===== src/rtl/da_fir_ctrl.sv =====
// ============================================================================
//  Module      : da_fir_ctrl
//  Description : Bit-serial sequencer for a 6-tap distributed-arithmetic FIR
//                with an external combinational 6-bit-address coefficient LUT.
//  Revision    : 1.0 - initial release
// ============================================================================
`default_nettype none

module da_fir_ctrl #(
    parameter int DATA_W = 8,
    parameter int LUT_W  = 6,
    parameter int ACC_W  = 14
) (
    input  logic              clk,
    input  logic              reset,
    input  logic              clr,
    input  logic              in_valid,
    input  logic [DATA_W-1:0] in_data,
    output logic              in_ready,
    output logic [5:0]        lut_addr,
    input  logic [LUT_W-1:0]  lut_data,
    output logic              out_valid,
    output logic [ACC_W-1:0]  out_data,
    input  logic              out_ready
);

    localparam int c_TAPS  = 6;
    localparam int c_CNT_W = (DATA_W > 1) ? $clog2(DATA_W) : 1;

    typedef enum logic [1:0] {
        S_IDLE = 2'd0,
        S_CALC = 2'd1,
        S_DONE = 2'd2
    } state_t;

    state_t              r_state;
    state_t              w_state_nxt;
    logic [DATA_W-1:0]   r_x [c_TAPS];
    logic [ACC_W-1:0]    r_acc;
    logic [c_CNT_W-1:0]  r_bit_cnt;
    logic                r_out_valid;
    logic [ACC_W-1:0]    r_out_data;
    logic                w_last;
    logic [ACC_W-1:0]    w_lut_ext;
    logic [ACC_W-1:0]    w_p;

    assign w_last    = (r_bit_cnt == c_CNT_W'(DATA_W - 1));
    assign w_lut_ext = {{(ACC_W - LUT_W){lut_data[LUT_W-1]}}, lut_data};
    assign w_p       = w_lut_ext << r_bit_cnt;

    assign in_ready  = (r_state == S_IDLE);
    assign out_valid = r_out_valid;
    assign out_data  = r_out_data;

    always_comb begin
        lut_addr = '0;
        if (r_state == S_CALC) begin
            for (int k = 0; k < c_TAPS; k++) begin
                lut_addr[k] = r_x[k][r_bit_cnt];
            end
        end
    end

    always_ff @(posedge clk or posedge reset) begin
        if (reset) begin
            r_state <= S_IDLE;
        end else begin
            r_state <= w_state_nxt;
        end
    end

    always_comb begin
        w_state_nxt = r_state;
        if (clr) begin
            w_state_nxt = S_IDLE;
        end else begin
            case (r_state)
                S_IDLE:  if (in_valid)                 w_state_nxt = S_CALC;
                S_CALC:  if (w_last)                   w_state_nxt = S_DONE;
                S_DONE:  if (r_out_valid && out_ready) w_state_nxt = S_IDLE;
                default:                               w_state_nxt = S_IDLE;
            endcase
        end
    end

    always_ff @(posedge clk or posedge reset) begin
        if (reset) begin
            for (int k = 0; k < c_TAPS; k++) begin
                r_x[k] <= '0;
            end
            r_acc       <= '0;
            r_bit_cnt   <= '0;
            r_out_valid <= 1'b0;
            r_out_data  <= '0;
        end else if (clr) begin
            // out_data deliberately keeps its last value across an abort
            for (int k = 0; k < c_TAPS; k++) begin
                r_x[k] <= '0;
            end
            r_acc       <= '0;
            r_bit_cnt   <= '0;
            r_out_valid <= 1'b0;
        end else begin
            case (r_state)
                S_IDLE: begin
                    if (in_valid) begin
                        for (int k = c_TAPS - 1; k > 0; k--) begin
                            r_x[k] <= r_x[k-1];
                        end
                        r_x[0]    <= in_data;
                        r_acc     <= '0;
                        r_bit_cnt <= '0;
                    end
                end
                S_CALC: begin
                    // MSB carries negative weight in two's complement
                    if (w_last) begin
                        r_acc <= r_acc - w_p;
                    end else begin
                        r_acc     <= r_acc + w_p;
                        r_bit_cnt <= r_bit_cnt + 1'b1;
                    end
                end
                S_DONE: begin
                    if (!r_out_valid) begin
                        r_out_data  <= r_acc;
                        r_out_valid <= 1'b1;
                    end else if (out_ready) begin
                        r_out_valid <= 1'b0;
                    end
                end
                default: ;
            endcase
        end
    end

endmodule

`default_nettype wire


===== config.mk =====
export PLATFORM = sky130hd
export DESIGN_NAME = da_fir_ctrl
export DESIGN_NICKNAME = d
export VERILOG_FILES = /design/src/rtl/da_fir_ctrl.sv
export SDC_FILE = /design/constraint.sdc
export NUM_CORES = 1
export LEC_CHECK = 0
export BUFFER_PORTS_ARGS = -buffer_cell sky130_fd_sc_hd__buf_2
export CAP_MARGIN = 5
export CORE_MARGIN = 5
export CORE_UTILIZATION = 40
export DETAILED_ROUTE_END_ITERATION = 7
export MAX_ROUTING_LAYER = met4
export PLACE_DENSITY_LB_ADDON = 0.15
export SLEW_MARGIN = 5
export SYNTH_ARGS = -nofsm -noshare
export SYNTH_HDL_FRONTEND = slang
export SYNTH_SLANG_ARGS = --single-unit

===== constraint.sdc =====
create_clock -name clk -period 11.9 [get_ports clk]
set_clock_uncertainty 0.15 [all_clocks]
set_input_delay 1.785 -clock clk [delete_from_list [all_inputs] [get_ports clk]]
set_output_delay 1.785 -clock clk [all_outputs]
set_load 0.005 [all_outputs]

==> results of run 1 <==
## layout make-up
type                    instances  area share, %
flip-flops and latches         82          36.99
well taps                     168          3.789
inverters                      15          1.037
repair buffers                 47          4.556
clock inverters                 4         0.4060
multi-input cells             414          49.17
clock buffers                   9          4.060
## routing by layer
metal  vias up  wire length [um]  GRT usage (%)
li1       1964                 -              -
met3        19               306          2.739
met2        57              5754          28.08
met5         -                 0              -
met1      1914              4993          20.75
met4         0               246          6.863
## sequential cells by signal, indices dropped and copies added, names as in the netlist
register	flops
out_data	14
out_valid	1
r_acc	14
r_bit_cnt	3
r_state	2
r_x	48
## per-stage QoR
step | total power [W] | cell area [sq um] | setup WS (ps) | hold WS (ps)
floorplan | 0.0003916 | 4991 | 7200 | 317.5
global placement | 0.0004169 | 5300 | 6744 | 312.3
detailed placement | 0.0004187 | 5300 | 6683 | 319.9
CTS | 0.0006659 | 5548 | 7047 | 333.7
global route | 0.0006913 | 5548 | 6646 | 347.2
finish | 0.0006562 | 5548 | 6996 | 325.9
## power groups by stage
stage / Clock, W / Combinational [W] / Sequential [W]
3_5_place_dp: 0 / 0.000119 / 0.000300
4_1_cts: 0.000252 / 0.000119 / 0.000295
3_3_place_gp: 0 / 0.000117 / 0.000300
6_report: 0.000244 / 0.000117 / 0.000295
2_1_floorplan: 0 / 0.0000940 / 0.000298
5_1_grt: 0.000262 / 0.000134 / 0.000296
## worst max-delay path by stage
stage,from,endpoint,slack [ps],cells after the start
global placement,lut_data[2],r_acc[13],6740,15
detailed placement,lut_data[2],r_acc[13],6680,15
CTS,lut_data[2],r_acc[11],7050,14
global route,lut_data[2],r_acc[13],6650,15
floorplan,lut_data[2],r_acc[13],7200,14
finish,lut_data[2],r_acc[11],7000,14
## critical path, delay by kind of cell
kind / cells / cell delay [ps]
AOI/OAI and AO/OA: 7 / 1560
buffers and inverters: 1 / 140
adders and majority gates: 1 / 330
muxes: 2 / 620
xor gates and xnor gates: 1 / 190
and+or+nand+nor: 2 / 350
## cells by family (layout without fill, tap and decap cells)
family,after synthesis,in the layout,share of synthesized area [%]
buffers and inverters,49,75,4.337
multiplexers,42,42,12.46
XOR/XNOR,16,16,2.808
AO/OA/AOI/OAI,136,136,17.05
adder cells (fa/ha/maj),17,17,4.412
flip-flops,82,82,41.11
AND/OR/NAND/NOR,203,203,17.82
## synth_stat cells (3+ instances only)
cell | instances | share of area, %
a211oi_1 | 4 | 0.60
a21o_1 | 7 | 1.1
a21oi_1 | 76 | 7.6
a22o_1 | 4 | 0.70
and3_1 | 3 | 0.38
buf_2 | 7 | 0.70
clkbuf_1 | 23 | 1.7
dfrtp_1 | 82 | 41
ha_1 | 16 | 4.0
inv_1 | 15 | 1.1
mux2_1 | 6 | 1.4
mux2_2 | 13 | 2.9
mux2_4 | 3 | 0.90
mux2i_1 | 7 | 1.4
mux4_2 | 12 | 5.4
nand2_1 | 129 | 9.7
nand3_1 | 5 | 0.50
nand4_1 | 4 | 0.50
nor2_1 | 26 | 2.0
nor2b_1 | 7 | 0.88
nor3_1 | 5 | 0.50
nor3b_1 | 4 | 0.60
o21a_1 | 5 | 0.75
o21ai_0 | 8 | 0.80
o21ai_1 | 7 | 0.70
or3_1 | 4 | 0.50
xnor2_1 | 8 | 1.4
xor2_1 | 8 | 1.4
==> impl_metrics.toml, run 1 <==
[outcome]
status = "complete, no violations"

[flow_run]
drv_cap = 0

[timing]
setup_viol = 0
max-slew-margin-rel_pct = 27.90
period_minus_slack_ps = 4904
rsz0062_at_grt = "no"
hold_violations = 0
max_freq_mhz = 203.9
worstMarginPinSlew_ps = 1077
period_share_pct = 41.21
fin_tns_setup_ps = 0
slew_violations = 0

[power]
p_int_w = 0.0004702
p_per_area_nw_per_um2 = 118.3
power.share.switching_pct = 28.35
vdd_drop_max_mv = 0.05817
leakage_nw = 2.455
p_clk_share_pct = 37.2
seq_power_share_pct = 44.9
p_comb_share_pct = 17.9
p_switching_w = 0.0001860

[floorplan]
die_area_sq_um = 14810
ios = 41
chipHeight_um = 121.7
die_x_um = 121.7
initial_utilization_pct = 41.21
core_sq_um = 12110
num_rows = 40

[clock_network]
root_buffer = "clkbuf_16"
post_cts_buffers = 0
htreeDepth = 3
clkSinkCount = 82
clkTransAtPathRegs_ps = 60
clockBufferDepth = 2
clock_latency_ps = 340
cts_hold_buf = 0
tritoncts = "yes"
cts_inserted_buffers = 9
cts_resized = 0

[cells_and_area]
fillerInstances = 1217
antennaDiodeCount = 0
final_common_cell = "nand2_1"
regArea_sq_um = 2052
fin_nets = 605
utilization_pct = 45.81
multi_input_area_sq_um = 2728
stdcell_count = 739
layout_common_cells = "nand2_1 (129), dfrtp_1 (82), a21oi_1 (76), buf_2 (40), nor2_1 (26)"
area_delta_synth_final_pct = 11.16
drive_above_1_share_pct = 18.04

[placement]
routabilityCongestion = 0.8535
dpl.cell_count = 726
hpwl_mm = 7.690
port_buffers = 40

[grt]
antenna_found_initial = 0
grt_max_degree = 83
grt.overflow.total = 0
grt.total_usage_pct = 16.96
grt_pass1_vias = 4128
grt_pass1_wl_mm = 19.71

[routing]
wirelength_mm = 11.30
drt_iter0_markers = 175
drt_pass1_iterations = 4
routed_via_density = 5.350
drt-wirelength-per-cell_um = 15.29
drt.antenna.violating_nets = 0
route.vias.total = 3954
drcViolationCount = 0

[worst_setup_path]
crit_type = "primary input to flip-flop"
rr_worst_depth = 14
path_common_cell = "a21o_1"
r2r_end = "r_acc[11]"
setup.worst_path.end_class = "flip-flop"
cpMaxStageDelayCell = "a211oi_1"
reg2reg_from = "r_bit_cnt[0]"
cp.arrival_ps = 4990
worstPathMaxFanout = 8
crit_chain = "buf_2 > mux2_2 > mux2i_1 > a21o_1 > a21o_1 > o21ai_1 > xor2_1 > ha_1 > and3_1 > a211oi_1 > a21oi_1 > o211ai_1 > nand4_1 > a32o_1"
start_kind = "primary input"
cp.required_ps = 11980
reg2reg_slack_ps = 7710
max_stage_delay_ps = 430

[worst_hold_path]
hp-start = "out_data[6]"
holdCritPathClass = "flip-flop to flip-flop"
hold_depth = 1
min_to = "out_data[6]"

[yosys]
synth_area_sq_um = 4991
synthArstFlopShare_pct = 100.0
ys_seq_elements = 82
synth_nets = 581
synth-warning-count = 0
syn_inst = 545
yosysSeqAreaShare_pct = 41.11
synth_edf_count = 0
avgSynthCellArea_sq_um = 9.158
synth_top_flop_cell = "dfrtp_1"
synthDistinctLibCells = 63
No activity file was read; power rests on OpenSTA's default activity.
==> inputs of run 2 (changes only) <==
- ABC_AREA: unset -> 1
- clock period: 11.9 -> 4.2 ns (I/O delays scaled with it)
==> run 2 against run 1 <==
Against the previous run:
- via count up 5.4%
- cell area down 2.8%
- count of clock-buffer cells in the layout up 1
- clock power rose to 3.3 times the previous value
- first-iteration DRC count up 63%
- largest cell class unchanged
==> impl_metrics.toml, run 2 <==
[grt]
grt_pass1_wl_mm = 19.95
grt.overflow.total = 0
grt_max_degree = 43
grt_pass1_vias = 4123
antenna_found_initial = 0
grt.total_usage_pct = 18.01

[placement]
routabilityCongestion = 0.8659
placed_cell_area_sq_um = 5092
hpwl_mm = 8.367
port_buffers = 40

[timing]
max_freq_mhz = 288.5
max-slew-margin-rel_pct = 33.28
period_minus_slack_ps = 3467
rsz0062_at_grt = "no"
setup_viol = 0
period_share_pct = 82.54
worstMarginPinSlew_ps = 997.2
hold_violations = 0
fin_tns_setup_ps = 0
slew_violations = 0

[floorplan]
num_rows = 40
initial_utilization_pct = 40.32
chipHeight_um = 119.3
die_x_um = 119.3
ios = 41
core_sq_um = 11860
die_area_sq_um = 14240

[routing]
route.vias.total = 4169
drcViolationCount = 0
drt.antenna.violating_nets = 0
wirelength_mm = 11.79
routed_via_density = 5.237
drt-wirelength-per-cell_um = 14.81
drt_pass1_iterations = 4
drt_iter0_markers = 286

[cells_and_area]
drive_above_1_share_pct = 14.02
area_delta_synth_final_pct = 12.79
fillerInstances = 1215
final_common_cell = "nand2_1"
regArea_sq_um = 2052
largest_reg_flops = 48
multi_input_area_sq_um = 2261
final_cell_area_sq_um = 5394
layout_common_cells = "nand2_1 (116), o21ai_0 (85), dfrtp_1 (82), inv_1 (81), a21oi_1 (49)"
fin_nets = 681
top_register = "r_x"
antennaDiodeCount = 0

[yosys]
yosysMostFrequentCell = "nand2_1"
synth_top_cell_by_area = "dfrtp_1"
synthTopCellsByArea = "dfrtp_1 (43%), nand2_1 (9.1%), o21ai_0 (8.9%), inv_1 (6.4%), a21oi_1 (5.1%)"
synthArstFlopShare_pct = 100.0
syn_inst = 612
synth_top_area_share_pct = 42.91
synth-warning-count = 0
synth_top_flop_cell = "dfrtp_1"
synth_area_sq_um = 4782
synthDistinctLibCells = 37
synth_common_cells = "nand2_1 (116), o21ai_0 (85), dfrtp_1 (82), inv_1 (82), a21oi_1 (49)"
synth_edf_count = 0
avgSynthCellArea_sq_um = 7.814
yosysSeqAreaShare_pct = 42.91
ys_seq_elements = 82
synth_nets = 648

[worst_setup_path]
setup.worst_path.end_class = "flip-flop"
reg2reg_slack_ps = 730
cp.required_ps = 4270
r2r_end = "r_acc[11]"
crit_type = "flip-flop to flip-flop"
reg2reg_from = "r_bit_cnt[2]"
cp.arrival_ps = 3540
rr_worst_depth = 16
worstPathMaxFanout = 17
start_kind = "flip-flop"

[worst_hold_path]
holdCritPathClass = "primary input to asynchronous set/reset pin"

[clock_network]
clock_latency_ps = 340
htreeDepth = 3
clockBufferDepth = 2
root_buffer = "clkbuf_16"
cts_resized = 0
clkSinkCount = 82
post_cts_buffers = 0
cts_hold_buf = 0
tritoncts = "yes"
cts_inserted_buffers = 9
clkTransAtPathRegs_ps = 60

[power]
p_int_w = 0.001458
p_switching_w = 0.0006182
seq_power_share_pct = 41.9
vdd_drop_max_mv = 0.2638
p_comb_share_pct = 19.6
power.share.switching_pct = 29.78
leakage_nw = 2.640
p_per_area_nw_per_um2 = 384.8
p_clk_share_pct = 38.4

[outcome]
status = "complete, no violations"

[flow_run]
drv_cap = 0
-- run 2: changes by cell type after synthesis, moves of 9 or more --
cell,before,now
clkbuf_1,23,14
nand2_1,129,116
inv_1,15,82
o21ai_0,8,85
nand3_1,5,44
mux4_2,12,0
o22ai_1,1,15
mux2_2,13,3
a21oi_1,76,49
-- run 2: logic make-up after synthesis --
kind of cell               count (synthesis)  share of synthesized area [%]
and+or+nand+nor                          208                          19.78
DFF                                       82                          42.91
muxes                                      3                         0.7064
buffers and inverters                    115                          9.812
adders and majority gates                 17                          4.605
AOI/OAI and AO/OA                        174                          19.81
xor gates and xnor gates                  13                          2.381
-- run 2: stage by stage --
stage	hold WS, ps	util [%]	total power (W)	std cells	setup WS [ps]
final	232.9	45.47	0.002076	796	733.2
after floorplan	297.4	-	0.001176	612	1091
after global placement	311.2	42.93	0.001291	781	808.4
after detailed placement	317.5	42.93	0.001296	781	691.3
after CTS	268.0	45.47	0.002108	796	697.2
after global routing	290.5	45.47	0.002205	796	185.6
-- run 2: area by class of cell --
| class | instances | share of cell area, % |
|---|---|---|
| Sequential cell | 82 | 38.04 |
| Multi-Input combinational cell | 415 | 41.92 |
| Clock inverter | 5 | 1.160 |
| Timing Repair Buffer | 48 | 4.825 |
| Inverter | 89 | 6.217 |
| Tap cell | 147 | 3.410 |
| Clock buffer | 10 | 4.431 |
-- run 2: worst max path at each step --
stage                     end  cells past startpoint         start  slack (ps)
floorplan           r_acc[10]                     12  r_bit_cnt[1]        1090
global placement     r_acc[9]                     15  r_bit_cnt[1]         810
detailed placement  r_acc[11]                     15  r_bit_cnt[1]         690
CTS                 r_acc[11]                     15  r_bit_cnt[1]         700
global route         r_acc[7]                     15  r_bit_cnt[1]         190
finish              r_acc[11]                     16  r_bit_cnt[2]         730
-- run 2: worst max-delay path, cell delays in order (launching register included) --
cell and delay (ps):
dfrtp_1 650, inv_2 270, nand2_1 180, ha_1 200
nand3_2 90, nor3b_2 220, nor2_2 90, a21oi_4 150
xor2_1 170, ha_1 290, a21oi_1 160, o21ai_0 120
o21bai_1 190, a21oi_1 170, a21oi_1 80, o21ai_0 110
nand2_1 70
-- run 2: routing by layer --
layer	track usage, %	share of wire, %	vias to the layer above	wire length [um]
met5	-	0	-	0
met4	6.228	2.2	0	257
met3	4.463	3.5	20	409
met2	30.63	50	70	5932
met1	20.80	44	1977	5191
li1	-	-	2102	-
-- run 2: power by group through the flow --
stage / sequential (W) / clock [W] / combinational, W
6_report: 0.000870 / 0.000798 / 0.000407
5_1_grt: 0.000877 / 0.000860 / 0.000468
4_1_cts: 0.000871 / 0.000824 / 0.000413
3_5_place_dp: 0.000885 / 0 / 0.000411
3_3_place_gp: 0.000883 / 0 / 0.000407
2_1_floorplan: 0.000881 / 0 / 0.000296
==> inputs of run 3 (changes only) <==
- clock period: 4.2 -> 2.9 ns (I/O delays scaled with it)
==> run 3 against run 2 <==
Against the previous run:
- wire length is 8.3% higher
- critical path type unchanged
- first-iteration DRC count is 24% lower
- cell area is 16% higher
- power is 56% higher
- fmax is 11% higher
- final cell count is 6.9% higher
- the run now ends with setup timing left
- via count is 7.4% higher
==> impl_metrics.toml, run 3 (synthesis results as in run 2) <==
[outcome]
status = "finished, violations left"
violations = "setup timing"

[grt]
grt_pass1_vias = 4478
grt.overflow.total = 0
grt_max_degree = 55
grt_pass1_wl_mm = 21.09
antenna_found_initial = 0
grt.total_usage_pct = 18.67

[worst_setup_path]
reg2reg_slack_ps = -220
cp.required_ps = 2970
crit_chain = "inv_2 > buf_4 > nand2_4 > nand3_1 > nand2_1 > nand2_1 > nand2_2 > nor3b_4 > nor2_4 > a21oi_4 > xor2_1 > ha_1 > a21oi_2 > o21ai_2 > o21bai_4 > a21oi_2 > a21oi_1 > o21ai_1 > nand2_1"
path_common_cell = "nand2_1"
critPathBufInv = 2
worstPathMaxFanout = 4
critical-path-top-delay-family = "compound AO/OA/AOI/OAI gates"
cpMaxStageDelayCell = "dfrtp_1"
setup.worst_path.end_class = "flip-flop"
cp.arrival_ps = 3190
max_stage_delay_ps = 390
crit_type = "flip-flop to flip-flop"
start_kind = "flip-flop"

[timing]
slew_violations = 0
rsz0062_at_grt = "yes"
max-slew-margin-rel_pct = 24.64
hold_ws_ps = 151.4
hold_violations = 0
fin_ws_ps = -218.4
fin_tns_setup_ps = -707.5
max_freq_mhz = 320.7
worstMarginPinSlew_ps = 1126
period_minus_slack_ps = 3118
setup_viol = 6
period_share_pct = 107.5

[clock_network]
clkSinkCount = 82
tritoncts = "yes"
cts_inserted_buffers = 9
clkTransAtPathRegs_ps = 60
clock_latency_ps = 340
htreeDepth = 3
root_buffer = "clkbuf_16"
clockBufferDepth = 2

[placement]
hpwl_mm = 8.745
port_buffers = 40
routabilityCongestion = 0.8697
pre_cts_slack_ps = -341.4

[floorplan]
die_area_sq_um = 14240
initial_utilization_pct = 40.32
core_sq_um = 11860
chipHeight_um = 119.3
die_x_um = 119.3
num_rows = 40
ios = 41

[routing]
drcViolationCount = 0
drt_pass1_iterations = 4
drt.antenna.violating_nets = 0
routed_via_density = 5.260
route.vias.total = 4476
drt-wirelength-per-cell_um = 15.01
wirelength_mm = 12.77
drt_iter0_markers = 216

[cells_and_area]
fin_nets = 736
largest_reg_flops = 48
antennaDiodeCount = 0
final_common_cell = "nand2_1"
area_delta_synth_final_pct = 30.59
drive_above_1_share_pct = 29.26
fillerInstances = 1130
top_register = "r_x"
layout_common_cells = "nand2_1 (98), dfrtp_1 (80), inv_1 (77), o21ai_0 (71), buf_4 (58)"

[power]
power.share.switching_pct = 30.65
leakage_nw = 2.990
p_switching_w = 0.0009899
vdd_drop_max_mv = 0.3694
p_clk_share_pct = 35.9
p_int_w = 0.002240
p_comb_share_pct = 25.0
p_per_area_nw_per_um2 = 517.2
seq_power_share_pct = 39.1

[worst_hold_path]
holdCritPathClass = "primary input to flip-flop"

[flow_run]
drv_cap = 0
[run 3: cell count changes in the layout (fill, tap and decap cells not counted), sizes merged]
cell         change
clkinvlp         -1
dlygate4sd3      +1
buf             +54
clkbuf           +1
[run 3: worst reg2reg max path: cells and delay by family, from the launching register on]
kind / cells / cell delay (ps)
flops: 1 / 390
xor+xnor: 1 / 200
simple gates: 8 / 820
compound gates: 7 / 910
fa+ha+maj: 1 / 310
buf+inv: 2 / 220
[run 3: per-stage QoR]
step,cell area (sq um),cells,power [W],util [%]
6_report,6245,851,0.003230,52.65
5_1_grt,6245,851,0.003417,52.65
4_1_cts,5951,846,0.003178,50.17
3_5_place_dp,5468,826,0.001956,46.10
3_3_place_gp,5468,826,0.001945,46.10
2_1_floorplan,4783,612,0.001704,-
[run 3: worst paths after layout]
kind                         startpoint           end  cells past startpoint
hold reg to reg             out_data[4]   out_data[4]                      2
max in group asynchronous         reset  r_bit_cnt[2]                      4
min in group asynchronous         reset      r_acc[1]                      3
setup / recovery           r_bit_cnt[0]     r_acc[11]                     19
setup reg to reg           r_bit_cnt[0]     r_acc[11]                     19
hold / removal               in_data[5]       r_x[45]                      3
[run 3: power by group through the flow]
| stage | clock (W) | combinational (W) | sequential (W) |
|---|---|---|---|
| floorplan | 0 | 0.000429 | 0.00128 |
| global placement | 0 | 0.000667 | 0.00128 |
| detailed placement | 0 | 0.000676 | 0.00128 |
| CTS | 0.00119 | 0.000729 | 0.00126 |
| global route | 0.00124 | 0.000908 | 0.00127 |
| finish | 0.00116 | 0.000808 | 0.00126 |
[run 3: repair_timing]
action	CTS	global route
hold endpoints to repair	28	0
buffers inserted	4	5
hold buffers	1	0
cloned	0	0
pin swaps	20	27
gates resized for setup	43	57
endpoints found under the setup margin	8	10
[run 3: area by class of cell]
type | instances | area, sq um | share of cell area [%]
repair buffers | 103 | 716.9 | 11.48
multi-input cells | 415 | 2655 | 42.52
clock buffers | 11 | 242.7 | 3.887
well taps | 147 | 183.9 | 2.945
flip-flops and latches | 82 | 2054 | 32.90
clock inverters | 4 | 51.30 | 0.8215
inverters | 89 | 340.3 | 5.450
[run 3: layer usage]
metal  part of all wire, %  global-route usage (%)  routed length (um)
met1                    42                   20.75                5330
met2                    53                   33.42                6743
met3                   2.9                   3.466                 366
met4                   2.6                   6.800                 331
met5                     0                       -                   0
